**config.mk**
```make
export PLATFORM = sky130hd
export DESIGN_NAME = lcd_text_ctrl
export DESIGN_NICKNAME = d
export VERILOG_FILES = /design/src/rtl/lcd_text_ctrl.sv
export SDC_FILE = /design/constraint.sdc
export NUM_CORES = 1
export LEC_CHECK = 0
export BUFFER_PORTS_ARGS = -buffer_cell sky130_fd_sc_hd__buf_2
export CAP_MARGIN = 40
export CORE_MARGIN = 4
export CORE_UTILIZATION = 25
export DETAILED_ROUTE_END_ITERATION = 16
export GPL_TIMING_DRIVEN = 1
export SLEW_MARGIN = 40
export SYNTH_ARGS = -nofsm -noshare
export SYNTH_HDL_FRONTEND = slang
export SYNTH_SLANG_ARGS = --single-unit
```
**constraint.sdc**
```tcl
create_clock -name i_clk -period 3.45 [get_ports i_clk]
set_input_delay 0.69 -clock i_clk [delete_from_list [all_inputs] [get_ports i_clk]]
set_output_delay 0.69 -clock i_clk [all_outputs]
set_load 0.1 [all_outputs]
```
**src/rtl/lcd_text_ctrl.sv**
```systemverilog
`timescale 1ns/1ps
// HD44780 text controller: runs the power-up init sequence, then writes one
// fixed-text message per request to line 0 or 1, skipping redundant rewrites.
module lcd_text_ctrl #(
  parameter int CLK_HZ    = 12000000,
  parameter int NUM_LINES = 2,
  parameter int NUM_COLS  = 16,
  parameter int MSG_W     = 3
) (
  input  logic             i_clk,
  input  logic             i_rst,
  input  logic             i_msg_valid,
  input  logic [MSG_W-1:0] i_msg_id,
  input  logic             i_line,
  output logic             o_msg_ready,
  output logic [7:0]       LCD_DATA,
  output logic             LCD_EN,
  output logic             LCD_RS,
  output logic             LCD_RW,
  output logic             LCD_ON,
  output logic             LCD_BLON
);

  function automatic int us_to_cyc(input longint t_us);
    return int'((longint'(CLK_HZ) * t_us + longint'(999999)) / longint'(1000000));
  endfunction

  localparam int EN_CYC  = (CLK_HZ + 1999999) / 2000000;
  localparam int PWR_CYC = us_to_cyc(15000);
  localparam int W_4100  = us_to_cyc(4100);
  localparam int W_1530  = us_to_cyc(1530);
  localparam int W_100   = us_to_cyc(100);
  localparam int W_43    = us_to_cyc(43);
  localparam int W_39    = us_to_cyc(39);
  localparam int TW      = $clog2(PWR_CYC + 1);
  localparam int CW      = $clog2(NUM_COLS);
  localparam logic [7:0] FUNCSET = (NUM_LINES == 2) ? 8'h38 : 8'h30;

  typedef enum logic [2:0] {PWR_WAIT, INIT_CMD, IDLE, ADDR, CHAR} state_t;

  state_t                 state_q, state_d;
  logic [TW-1:0]          tmr_q, tmr_d;
  logic [2:0]             idx_q, idx_d;
  logic [CW-1:0]          col_q, col_d;
  logic [MSG_W-1:0]       msg_q, msg_d;
  logic                   line_q, line_d;
  logic [1:0]             last_vld_q, last_vld_d;
  logic [1:0][MSG_W-1:0]  last_id_q, last_id_d;

  logic                   writing, wr_done, wr_rs, line_eff, hit;
  logic [7:0]             wr_data;
  logic [TW-1:0]          wr_last;

  // Text ROM: every message fits in six characters, the rest is blank padding.
  function automatic logic [7:0] rom_char(input logic [MSG_W-1:0] id, input logic [CW-1:0] col);
    logic [47:0] text;
    int c;
    case (int'(id))
      1:       text = "IDLE  ";
      2:       text = "RECORD";
      3:       text = "STOP  ";
      4:       text = "PLAY  ";
      5:       text = "PAUSE ";
      default: text = "      ";
    endcase
    c = int'(col);
    if (c < 6) return text[8*(5-c) +: 8];
    return 8'h20;
  endfunction

  function automatic logic [7:0] init_data(input logic [2:0] idx);
    case (idx)
      3'd3:    return 8'h0C;
      3'd4:    return 8'h01;
      3'd5:    return 8'h06;
      default: return FUNCSET;
    endcase
  endfunction

  function automatic logic [TW-1:0] init_wait(input logic [2:0] idx);
    case (idx)
      3'd0:    return TW'(W_4100);
      3'd1:    return TW'(W_100);
      3'd4:    return TW'(W_1530);
      default: return TW'(W_39);
    endcase
  endfunction

  always_ff @(posedge i_clk or posedge i_rst) begin
    if (i_rst) begin
      state_q    <= PWR_WAIT;
      tmr_q      <= '0;
      idx_q      <= '0;
      col_q      <= '0;
      msg_q      <= '0;
      line_q     <= 1'b0;
      last_vld_q <= '0;
      last_id_q  <= '0;
    end else begin
      state_q    <= state_d;
      tmr_q      <= tmr_d;
      idx_q      <= idx_d;
      col_q      <= col_d;
      msg_q      <= msg_d;
      line_q     <= line_d;
      last_vld_q <= last_vld_d;
      last_id_q  <= last_id_d;
    end
  end

  // A bus write spans tmr 0 (setup), 1..EN_CYC (strobe), then the wait time.
  always_comb begin
    state_d    = state_q;
    tmr_d      = tmr_q;
    idx_d      = idx_q;
    col_d      = col_q;
    msg_d      = msg_q;
    line_d     = line_q;
    last_vld_d = last_vld_q;
    last_id_d  = last_id_q;
    writing    = 1'b0;
    wr_data    = 8'h00;
    wr_rs      = 1'b0;
    wr_last    = '0;
    line_eff   = (NUM_LINES == 1) ? 1'b0 : i_line;
    hit        = last_vld_q[line_eff] && (last_id_q[line_eff] == i_msg_id);

    case (state_q)
      INIT_CMD: begin
        writing = 1'b1;
        wr_data = init_data(idx_q);
        wr_last = TW'(EN_CYC) + init_wait(idx_q);
      end
      ADDR: begin
        writing = 1'b1;
        wr_data = line_q ? 8'hC0 : 8'h80;
        wr_last = TW'(EN_CYC + W_43);
      end
      CHAR: begin
        writing = 1'b1;
        wr_rs   = 1'b1;
        wr_data = rom_char(msg_q, col_q);
        wr_last = TW'(EN_CYC + W_43);
      end
      default: ;
    endcase

    wr_done = writing && (tmr_q == wr_last);
    if (writing) tmr_d = wr_done ? '0 : tmr_q + TW'(1);

    case (state_q)
      PWR_WAIT: begin
        if (tmr_q == TW'(PWR_CYC - 1)) begin
          tmr_d   = '0;
          idx_d   = '0;
          state_d = INIT_CMD;
        end else begin
          tmr_d = tmr_q + TW'(1);
        end
      end
      INIT_CMD: begin
        if (wr_done) begin
          if (idx_q == 3'd5) state_d = IDLE;
          else               idx_d   = idx_q + 3'd1;
        end
      end
      IDLE: begin
        if (i_msg_valid && !hit) begin
          msg_d   = i_msg_id;
          line_d  = line_eff;
          col_d   = '0;
          tmr_d   = '0;
          state_d = ADDR;
        end
      end
      ADDR: begin
        if (wr_done) state_d = CHAR;
      end
      CHAR: begin
        if (wr_done) begin
          if (col_q == CW'(NUM_COLS - 1)) begin
            state_d            = IDLE;
            last_vld_d[line_q] = 1'b1;
            last_id_d[line_q]  = msg_q;
          end else begin
            col_d = col_q + CW'(1);
          end
        end
      end
      default: state_d = PWR_WAIT;
    endcase
  end

  assign o_msg_ready = (state_q == IDLE);
  assign LCD_EN      = writing && (tmr_q != '0) && (tmr_q <= TW'(EN_CYC));
  assign LCD_DATA    = wr_data;
  assign LCD_RS      = wr_rs;
  assign LCD_RW      = 1'b0;
  assign LCD_ON      = 1'b1;
  assign LCD_BLON    = 1'b0;

endmodule

```
[Word-level counts from Yosys, hierarchy flattened]
Cells that the tools add are included.
Storage, ports and cells
  logic and storage cells: 110
  bits of input ports: 7
  output and inout port bits: 14
  bits in registers: 40
Operators by class
  reductions and logical operators: 19
  equal/unequal tests: 26
  $add $sub $neg: 5
  shift-type cells: 1
  mux-type cells: 44
  bitwise operators: 1
  order comparisons: 5
Operators by type and width (count)
  case mux 47 bit (5 select lines): 1
  2-to-1 mux 18 bit: 5
  case mux 18 bit (2 select lines): 2
  2-to-1 mux 48 bit: 1
  case mux 16 bit (3 select lines): 1
  variable part select 48 x 8 -> 8 bit: 1
  2-to-1 mux 3 bit: 13
  case mux 8 bit (3 select lines): 1
  adder 18 x 1 -> 18 bit (second input constant): 1
  adder 3 x 18 -> 18 bit (first input constant): 1
  equality test 18 bit: 1
  equality test 18 bit (second input constant): 1
  less-or-equal comparator 18 x 3 -> 1 bit (second input constant): 1
  case mux 6 bit (3 select lines): 1
  nonzero test 18 bit: 1
  2-to-1 mux 8 bit: 2
  != test 2 bit (second input constant): 8
  equality test 3 x 2 -> 1 bit (second input constant): 5
  equality test 3 bit (second input constant): 5
  case mux 3 bit (5 select lines): 1
  2-to-1 mux 4 bit: 3
  equality test 3 x 1 -> 1 bit (second input constant): 3
  case mux 4 bit (2 select lines): 1
  AND reduction 4 bit: 2
  other kinds (25): 39

[Depth between registers and ports, before layout]
Gate-level depths: netlist (run 1).
  depth after elaboration: 11
  gate-level depth with buffers: 10
  depth with buffers taken out: 8

[Worst setup path before layout (run 1)]
OpenSTA, ideal clock, no wires.
  kind: reg2out
  from: register msg_q[1]
  to: output LCD_DATA[0]
  arrival: 3.985 ns
  buffers on the path: 1
  data required time: 2.760 ns
  stages on the path, launching flop included: 10
  slack: -1.225 ns
  cells stage by stage: dfrtp_1 -> clkbuf_1 -> inv_1 -> ha_1 -> a211oi_1 -> a21o_1 -> a21o_1 -> a21oi_1 -> a221o_1 -> o21ai_0
Between the ends
  longest elaborated chain between the ends: 7
  elaborated cells between the ends (all ways): 11
  classes of those cells: 5 x eq/ne; 1 x shift; 5 x mux
RTL lines
  start: declaration: RTL line 45  | logic [MSG_W-1:0] msg_q, msg_d;
  start signal: assignment: RTL line 104  | msg_q <= msg_d;
  equality test 3 bit (tied with other cells): RTL line 58  | case (int'(id))
  case mux 47 bit (5 select lines) (*): RTL line 58
  2-to-1 mux 48 bit (*): RTL line 128  | case (state_q)
  variable part select 48 x 8 -> 8 bit (*): RTL line 67  | if (c < 6) return text[8*(5-c) +: 8];
  2-to-1 mux 8 bit (*): RTL line 67
  2-to-1 mux 8 bit (*): RTL line 68  | return 8'h20;
  case mux 8 bit (3 select lines) (*): RTL line 128
  end: declaration: RTL line 16  | output logic [7:0] LCD_DATA,
Mark *: on every way between the ends. The rest lies on a longest branch, timed or not. The select of a mux whose other input is x is not followed.

[Final worst setup path (run 1)]
  from: register col_q[1]
  to: output LCD_DATA[0]
Between the ends
  longest elaborated chain between the ends: 5
  elaborated cells between the ends (all ways): 8
  classes of those cells: 1 x add/sub; 1 x order compare; 1 x shift; 5 x mux
RTL lines
  start: declaration: RTL line 44  | logic [CW-1:0] col_q, col_d;
  start signal: assignment: RTL line 103  | col_q <= col_d;
  subtractor 3 x 4 -> 5 bit / < comparator 4 x 3 -> 1 bit (equally long branches): RTL line 67
  variable part select 48 x 8 -> 8 bit / 2-to-1 mux 1 bit (equally long branches): RTL line 67
  2-to-1 mux 8 bit / 2-to-1 mux 1 bit (equally long branches): RTL line 67, 128
  2-to-1 mux 8 bit (*): RTL line 68
  case mux 8 bit (3 select lines) (*): RTL line 128
Marks and branches as above.

==> results.json, run 1 <==
{
  "start_kind": "flop",
  "layout-drive-gt1-share": 0.1743,
  "cts.clk_slew.worst_paths_ns": 0.06,
  "vias": 3041,
  "slowest_delay_ns": 0.61,
  "critPathTopFamily": "compound AO/OA/AOI/OAI gates",
  "power_w": 0.001035,
  "post_cts_buffers": 0,
  "r2r_end": "col_q[0]",
  "cp_max_fo": 13,
  "final_core_util": 0.2991,
  "drc": 0,
  "num_rows": 41,
  "grt.met1_usage": 0.1672,
  "drt_iter0_drc": 203,
  "synth_cells": 396,
  "worstPathRequired_ns": 2.76,
  "startpoint": "col_q[1]",
  "ioPinCount": 21,
  "synth_edf_count": 0,
  "hold_path_depth": 1,
  "status": "completed",
  "synth.area.top_cells": "dfrtp_1 31%, ha_1 5.0%, a21oi_1 4.8%, o21ai_0 4.5%, mux2_2 3.5%",
  "wl_microns": 8793,
  "synth_top_area_cell": "dfrtp_1",
  "r2r_cells": 7,
  "diodes": 0,
  "syn2layout_area_growth_pct": 16.28,
  "cts-resized-gates": 0,
  "ys.flop_type": "dfrtp_1",
  "root_buffer": "clkbuf_16",
  "ir_drop_v": 0.0001492,
  "dp_hpwl_microns": 6465,
  "setup_violations": 0,
  "ys_seq_area_frac": 0.3071,
  "min_period_ns": 3.283,
  "min_period_over_period": 0.9515,
  "ys_warn_count": 0,
  "min_path_type": "flop to flop",
  "worstPathCellList": "ha_1, nand2_1, a211o_1, a221o_1, o21ai_2, buf_12",
  "ant_nets": 0,
  "insertion_delay_ns": 0.29,
  "fmax_ghz": 0.3046,
  "arrival_ns": 2.59,
  "track_usage": 0.1246,
  "synth_common_cells": "40 x dfrtp_1, 31 x a21oi_1, 30 x nand2_1",
  "worstHoldEndpoint": "last_vld_q[0]",
  "r2r_slack_ns": 0.24,
  "cts_tree": "yes",
  "first_global_vias": 2972,
  "port_buffers": 17,
  "gp_congestion": 0.9195,
  "globalRouteMet3Util": 0.01486,
  "core_area_sq_mm": 0.01267,
  "hp-start": "last_vld_q[0]",
  "worstReg2RegStart": "state_q[2]",
  "maxSlewViolCount": 0,
  "dr.pass1.iters": 5,
  "cts_made_buffers": 5,
  "initial_utilization": 0.2572,
  "avgSynthCellArea_sq_um": 8.231,
  "async_reset_ff_frac": 1.000,
  "grt_pass1_wl_microns": 15260,
  "grt_use_met2": 0.2079,
  "cts.path.max_buffers": 2,
  "p_per_area_mw_per_mm2": 273.1,
  "busiest_layer": "met2",
  "cts.sinks": 40,
  "rsz0062_at_grt": "no",
  "wire_per_inst_microns": 15.03,
  "antenna_found_initial": 0,
  "synth_area_sq_mm": 0.003259,
  "grt_max_degree": 41,
  "criticalPathCategory": "flop to primary output",
  "slew_headroom": 0.5694,
  "yosysTopAreaCellShare": 0.3071,
  "slowest_stage": "ha_1",
  "grt-ovfl-total": 0,
  "cts_hold_buf": 0,
  "leakage_nw": 1.532,
  "htreeDepth": 2,
  "die_w_microns": 122.2,
  "nNetsFinal": 432,
  "crit_cells": 6,
  "die_area_sq_mm": 0.01493,
  "end_kind": "primary output",
  "synth-seq-cells": 40,
  "critical_path.n_buffers_inverters": 1,
  "vias_per_cell": 5.198,
  "die_h_microns": 122.2,
  "synthMostInstantiatedCell": "dfrtp_1",
  "fill_cells": 1352,
  "finalHoldViolCount": 0,
  "drv_cap": 0,
  "tightest_slew_ns": 0.6410,
  "yosysUniqueCellTypes": 68,
  "clock_skew_ns": 0.005460
}
-- registers in the layout, indices dropped and copies added, names as in the netlist --
register	count
tmr_q	18
state_q	3
msg_q	3
col_q	4
line_q	1
idx_q	3
last_id_q	6
last_vld_q	2
-- cells in the final DEF (no fill, tap or decap), types with 5 or more instances in the layout --
master     synthesis  routed
a21oi_1           31      31
a22oi_1            6       6
a31oi_1            9       9
and3_1             5       5
buf_2              2      16
buf_4              3      22
clkbuf_16          0       5
dfrtp_1           40      40
ha_1              13      13
inv_1             18      18
mux2_2            10      10
mux2i_1            6       6
nand2_1           30      30
nand2b_1           6       6
nand3_1           15      15
nor2_1            23      23
nor2b_1            8       8
nor3_1             9       8
nor4_1            12      12
o211ai_1           6       6
o21ai_0           29      25
xnor2_1            8       8
xor2_1             6       6
-- report_power, final --
group / switching, W / internal [W]
clock network: 0.000193 / 0.000285
logic: 0.0000537 / 0.0000260
registers: 0.00000518 / 0.000472
-- worst max path at each step --
| stage | to | slack (ns) |
|---|---|---|
| final | LCD_DATA[0] | 0.17 |
| after global routing | LCD_DATA[5] | 0.0005 |
| after CTS | LCD_DATA[0] | 0.18 |
| after detailed placement | col_q[0] | 0.26 |
| after global placement | col_q[0] | 0.29 |
| after floorplan | LCD_DATA[5] | -0.33 |
-- through the flow --
stage | hold WS, ns | setup TNS (ns) | instance area, sq um | instances | worst slack [ns]
2_1_floorplan | 0.4308 | -0.3286 | 3298 | 397 | -0.3286
6_report | 0.4810 | 0 | 3790 | 585 | 0.1673
5_1_grt | 0.4877 | 0 | 3790 | 585 | 0.0005220
3_5_place_dp | 0.4671 | 0 | 3641 | 577 | 0.2615
3_3_place_gp | 0.4704 | 0 | 3641 | 577 | 0.2948
4_1_cts | 0.4822 | 0 | 3790 | 585 | 0.1753
-- logic make-up (layout without fill, tap and decap cells) --
kind of cell    Yosys count  after routing  synth area share
simple gates            134            134            0.2242
compound gates          124            124            0.2476
buf+inv                  50             66           0.06794
flops                    40             40            0.3071
mux                      19             19           0.06334
xor+xnor                 14             14           0.03762
fa+ha+maj                13             13           0.04991
other cells               2              3          0.002304
-- routing by layer --
metal / share of wire / vias to the layer above
met4: 0.019 / 0
met3: 0.044 / 10
met1: 0.46 / 1462
li1: - / 1489
met2: 0.48 / 80
met5: 0 / -
-- final cells by class --
type	instances	area, sq um	area share
clock inverters	2	10.01	0.002641
flip-flops and latches	40	1001	0.2641
repair buffers	39	265.3	0.06999
multi-input cells	307	2083	0.5497
well taps	172	215.2	0.05678
clock buffers	6	138.9	0.03665
inverters	19	76.32	0.02014
-- worst register-to-register path: stages, from the launching register on --
cell and delay [ns]:
dfrtp_1 0.43, or3b_2 0.51, o21ai_0 0.16, or4b_1 0.45
or4_1 0.73, buf_4 0.25, nor4b_2 0.37, mux2i_1 0.23
Note: power is estimated with default switching activity, not from simulation.
==> run 2, diff against run 1 <==
--- a/config.mk
+++ b/config.mk
@@ -6,7 +6,7 @@
 export NUM_CORES = 1
 export LEC_CHECK = 0
 export BUFFER_PORTS_ARGS = -buffer_cell sky130_fd_sc_hd__buf_2
-export CAP_MARGIN = 40
+export CORE_ASPECT_RATIO = 0.9
 export CORE_MARGIN = 4
 export CORE_UTILIZATION = 25
 export DETAILED_ROUTE_END_ITERATION = 16
==> run 2 against run 1 <==
Compared with the run above:
- utilization up 0.25 points
- clock skew about the same
- sequential power about the same
- power up 19%
- fmax up 0.38%
- global-route usage down 0.81 points
- sequential share of layout area down 0.35 points
- wire length down 2.4%
- combinational power down 0.8%
- hold slack worse by 0.012 ns
- critical endpoint unchanged
- largest cell class unchanged
==> results.json, run 2 (synthesis results as in run 1) <==
{
  "cts_tree": "yes",
  "hold_ws_ns": 0.4694,
  "worstPathRequired_ns": 2.76,
  "wl_microns": 8579,
  "final_cell_count_no_fill": 573,
  "core_area_sq_mm": 0.01274,
  "min_period_over_period": 0.9479,
  "finalHoldViolCount": 0,
  "first_global_vias": 2813,
  "grt_pass1_wl_microns": 14510,
  "nNetsFinal": 428,
  "r2r_slack_ns": 0.33,
  "cts_made_buffers": 5,
  "layout-drive-gt1-share": 0.1711,
  "drt_iter0_drc": 247,
  "min_period_ns": 3.270,
  "clock_skew_ns": 0.005562,
  "setup_violations": 0,
  "p_per_area_mw_per_mm2": 321.8,
  "vias_per_cell": 5.407,
  "slew_headroom": 0.4397,
  "dr.pass1.iters": 4,
  "largest_register_ffs": 18,
  "htreeDepth": 2,
  "fin_setup_tns_ns": 0,
  "track_usage": 0.1165,
  "hp-start": "last_vld_q[1]",
  "grt_max_degree": 41,
  "r2r_end": "col_q[0]",
  "syn2layout_area_growth_pct": 17.85,
  "grt-ovfl-total": 0,
  "diodes": 0,
  "num_rows": 39,
  "cts.clk_slew.worst_paths_ns": 0.06,
  "dp.cells": 565,
  "antenna_found_initial": 0,
  "largestRegisters": "tmr_q (18), last_id_q (6), col_q (4)",
  "largest_register": "tmr_q",
  "fill_cells": 1300,
  "cts.sinks": 40,
  "fmax_ghz": 0.3058,
  "arrival_ns": 2.58,
  "cts.path.max_buffers": 2,
  "status": "completed",
  "worstReg2RegStart": "state_q[2]",
  "cp_max_fo": 13,
  "tightest_slew_ns": 0.8349,
  "insertion_delay_ns": 0.28,
  "criticalPathCategory": "flop to primary output",
  "end_kind": "primary output",
  "initial_utilization": 0.2559,
  "ioPinCount": 21,
  "vias": 3098,
  "die_w_microns": 128.4,
  "min_path_type": "flop to flop",
  "die_area_sq_mm": 0.01493,
  "r2r_cells": 7,
  "wire_per_inst_microns": 14.97,
  "die_h_microns": 116.3,
  "endpoint": "LCD_DATA[0]",
  "final_core_util": 0.3016,
  "final_cell_mix": "40 x dfrtp_1, 31 x a21oi_1, 30 x nand2_1, 24 x o21ai_0, 23 x nor2_1",
  "cts_hold_buf": 0,
  "drv_cap": 0,
  "start_kind": "flop",
  "maxSlewViolCount": 0,
  "gp_congestion": 0.8808,
  "final_common_cell": "dfrtp_1",
  "drc": 0,
  "port_buffers": 17,
  "ant_nets": 0,
  "rsz0062_at_grt": "no",
  "root_buffer": "clkbuf_16",
  "startpoint": "col_q[1]",
  "dp_hpwl_microns": 6313,
  "power_w": 0.001236,
  "leakage_nw": 1.545,
  "ir_drop_v": 0.0001668
}
-- run 2: area by class of cell --
| class | count | area (sq um) | share of cell area |
|---|---|---|---|
| Sequential cell | 40 | 1001 | 0.2606 |
| Multi-Input combinational cell | 307 | 2093 | 0.5450 |
| Clock inverter | 3 | 90.09 | 0.02345 |
| Inverter | 19 | 76.32 | 0.01987 |
| Tap cell | 164 | 205.2 | 0.05342 |
| Timing Repair Buffer | 35 | 250.2 | 0.06515 |
| Clock buffer | 5 | 125.1 | 0.03257 |
-- run 2: what timing repair did --
action | in CTS | in global routing
setup buffers | 0 | 0
gates resized for setup | 0 | 1
setup endpoints to repair | 0 | 2
hold endpoints to repair | 0 | 0
-- run 2: worst min path at each step --
| stage | cells after the start | endpoint |
|---|---|---|
| after floorplan | 1 | last_vld_q[0] |
| after global placement | 1 | last_vld_q[1] |
| after detailed placement | 1 | last_vld_q[1] |
| after CTS | 1 | last_vld_q[1] |
| after global routing | 1 | last_vld_q[0] |
| final | 1 | last_vld_q[1] |
-- run 2: per-layer routing --
layer | up-vias | global-route usage | routed length, microns
met5 | - | 0 | 0
met1 | 1518 | 0.1709 | 4184
met2 | 89 | 0.1791 | 3904
met4 | 0 | 0.02829 | 65
met3 | 4 | 0.01875 | 424
li1 | 1487 | - | -
-- run 2: metrics by stage --
stage | cell area (sq um) | setup slack, ns
6_report | 3841 | 0.1799
4_1_cts | 3831 | 0.1796
5_1_grt | 3841 | 0.02969
2_1_floorplan | 3298 | -0.3286
3_5_place_dp | 3616 | 0.2132
3_3_place_gp | 3616 | 0.3181
-- run 2: report_power, final --
group          leakage, nW  switching [W]  internal (W)
Sequential           0.543     0.00000549      0.000472
Clock                0.104       0.000192      0.000488
Combinational        0.898      0.0000538     0.0000253
Total                 1.54       0.000251      0.000985
-- run 2: worst max-delay path, stage by stage (launching register included) --
cell	delay, ns
dfrtp_1	0.50
ha_1	0.61
nand2_1	0.18
a211o_1	0.25
a221o_1	0.37
o21ai_2	0.18
buf_12	0.20
==> run 3, diff against run 2 <==
--- a/config.mk
+++ b/config.mk
@@ -5,11 +5,11 @@
 export SDC_FILE = /design/constraint.sdc
 export NUM_CORES = 1
 export LEC_CHECK = 0
-export BUFFER_PORTS_ARGS = -buffer_cell sky130_fd_sc_hd__buf_2
 export CORE_ASPECT_RATIO = 0.9
 export CORE_MARGIN = 4
 export CORE_UTILIZATION = 25
 export DETAILED_ROUTE_END_ITERATION = 16
+export DONT_BUFFER_PORTS = 1
 export GPL_TIMING_DRIVEN = 1
 export SLEW_MARGIN = 40
 export SYNTH_ARGS = -nofsm -noshare
==> run 3 against run 2 <==
Compared with the run above:
- hold slack got worse by 0.047 ns
- non-clock buffer count fell by 1
- register-to-register slack worse by 0.04 ns
- via count decreased by 0.90%
- sequential power about the same
- fmax grew 0.21%
- clock power fell by 17%
==> results.json, run 3 (synthesis results as in run 1) <==
{
  "core_area_sq_mm": 0.01274,
  "slew_headroom": 0.5017,
  "arrival_ns": 2.57,
  "gp_congestion": 0.9106,
  "fmax_ghz": 0.3064,
  "largest_register": "tmr_q",
  "min_period_over_period": 0.9459,
  "p_per_area_mw_per_mm2": 289.0,
  "leakage_nw": 1.554,
  "largest_register_ffs": 18,
  "cts_tree": "yes",
  "wire_per_inst_microns": 15.38,
  "wl_met2_microns": 3992,
  "htreeDepth": 2,
  "cts_hold_buf": 0,
  "end_kind": "primary output",
  "r2r_end": "idx_q[1]",
  "vias": 3070,
  "wl_microns": 8799,
  "setup_violations": 0,
  "diodes": 0,
  "die_h_microns": 116.3,
  "r2r_cells": 7,
  "die_area_sq_mm": 0.01493,
  "cts.clk_slew.worst_paths_ns": 0.06,
  "finalHoldViolCount": 0,
  "grt_pass1_wl_microns": 14840,
  "hold_ws_ns": 0.4224,
  "tightest_slew_ns": 0.7417,
  "initial_utilization": 0.2559,
  "cts.path.max_buffers": 2,
  "status": "completed",
  "worstReg2RegStart": "state_q[2]",
  "num_rows": 39,
  "largestRegisters": "tmr_q (18), last_id_q (6), col_q (4)",
  "rsz0062_at_grt": "no",
  "cp_max_fo": 12,
  "wl_met3_microns": 355,
  "fin_ws_ns": 0.1866,
  "drt_iter0_drc": 298,
  "die_w_microns": 128.4,
  "drv_cap": 0,
  "min_path_type": "input pin to async pin",
  "place_ws_ns": 0.1597,
  "worstPathRequired_ns": 2.76,
  "antenna_found_initial": 0,
  "start_kind": "flop",
  "ant_nets": 0,
  "dp_hpwl_microns": 6571,
  "track_usage": 0.1206,
  "maxSlewViolCount": 0,
  "wl_met1_microns": 4358,
  "final_core_util": 0.3029,
  "root_buffer": "clkbuf_16",
  "cts_made_buffers": 5,
  "ir_drop_v": 0.0001683,
  "layout-drive-gt1-share": 0.1789,
  "clock_skew_ns": 0.006187,
  "vias_per_cell": 5.367,
  "insertion_delay_ns": 0.28,
  "dr.pass1.iters": 4,
  "cts.sinks": 40,
  "final_cell_mix": "40 x dfrtp_1, 32 x buf_4, 31 x a21oi_1, 30 x nand2_1, 25 x o21ai_0",
  "final_common_cell": "dfrtp_1",
  "r2r_slack_ns": 0.29,
  "first_global_vias": 2899,
  "drc": 0,
  "ioPinCount": 21,
  "min_period_ns": 3.263,
  "topRoutingLayerUsed": "met4",
  "port_buffers": 0,
  "grt_max_degree": 41,
  "syn2layout_area_growth_pct": 18.35,
  "grt-ovfl-total": 0,
  "nNetsFinal": 427,
  "criticalPathCategory": "flop to primary output"
}
## run 3: changes by cell type in the layout (fill, tap and decap cells not counted), moves of 2 or more
cell	previous run	this run
buf_2	15	0
buf_4	18	32
o21ai_1	5	1
o21ai_2	2	5
bufinv_16	3	1
clkbuf_8	0	2
## run 3: worst max-delay path by stage
stage                          start     endpoint  cells after the start
final                     state_q[2]  LCD_DATA[1]                      7
after global routing        msg_q[1]  LCD_DATA[4]                      9
after CTS                 state_q[2]  LCD_DATA[3]                      7
after detailed placement  state_q[2]     idx_q[1]                      7
after global placement    state_q[2]     idx_q[1]                      7
after floorplan             msg_q[1]  LCD_DATA[5]                      9
## run 3: final cells by class
cell class / instances / area (sq um)
fillers: 1325 / 8879
multi-input cells: 307 / 2112
flip-flops and latches: 40 / 1001
repair buffers: 34 / 280.3
well taps: 164 / 205.2
clock buffers: 7 / 152.6
inverters: 19 / 76.32
clock inverters: 1 / 30.03
## run 3: through the flow
stage               std cells  total power, W  instance area, sq um  setup TNS [ns]
global route              572        0.001160                  3857               0
floorplan                 397       0.0005454                  3298         -0.3286
finish                    572        0.001115                  3857               0
CTS                       571        0.001128                  3841               0
detailed placement        563       0.0005600                  3659               0
global placement          563       0.0005581                  3659               0
## run 3: worst max-delay path, stage by stage (launching register included)
cell and delay (ns):
dfrtp_1 0.52, or3b_1 0.45, clkinv_4 0.07, buf_4 0.33, nand3b_1 0.25, buf_4 0.23, o2bb2ai_2 0.14, buf_4 0.30
## run 3: what timing repair did
| item | 4_1_cts | 5_1_grt |
|---|---|---|
| endpoints found under the setup margin | 0 | 3 |
| setup buffers | 0 | 1 |
| resized for setup | 0 | 2 |
| hold endpoints to repair | 0 | 0 |
## run 3: report_power, final
part | leakage [nW] | internal (W) | switching, W
sequential | 0.543 | 0.000472 | 0.00000538
clock | 0.0901 | 0.000381 | 0.000182
combinational | 0.921 | 0.0000233 | 0.0000516
total | 1.55 | 0.000876 | 0.000239
## run 3: per-layer routing
| layer | global-route usage | up-vias |
|---|---|---|
| met3 | 0.01920 | 8 |
| li1 | - | 1490 |
| met2 | 0.1864 | 86 |
| met5 | 0 | - |
| met4 | 0.03112 | 0 |
| met1 | 0.1754 | 1486 |
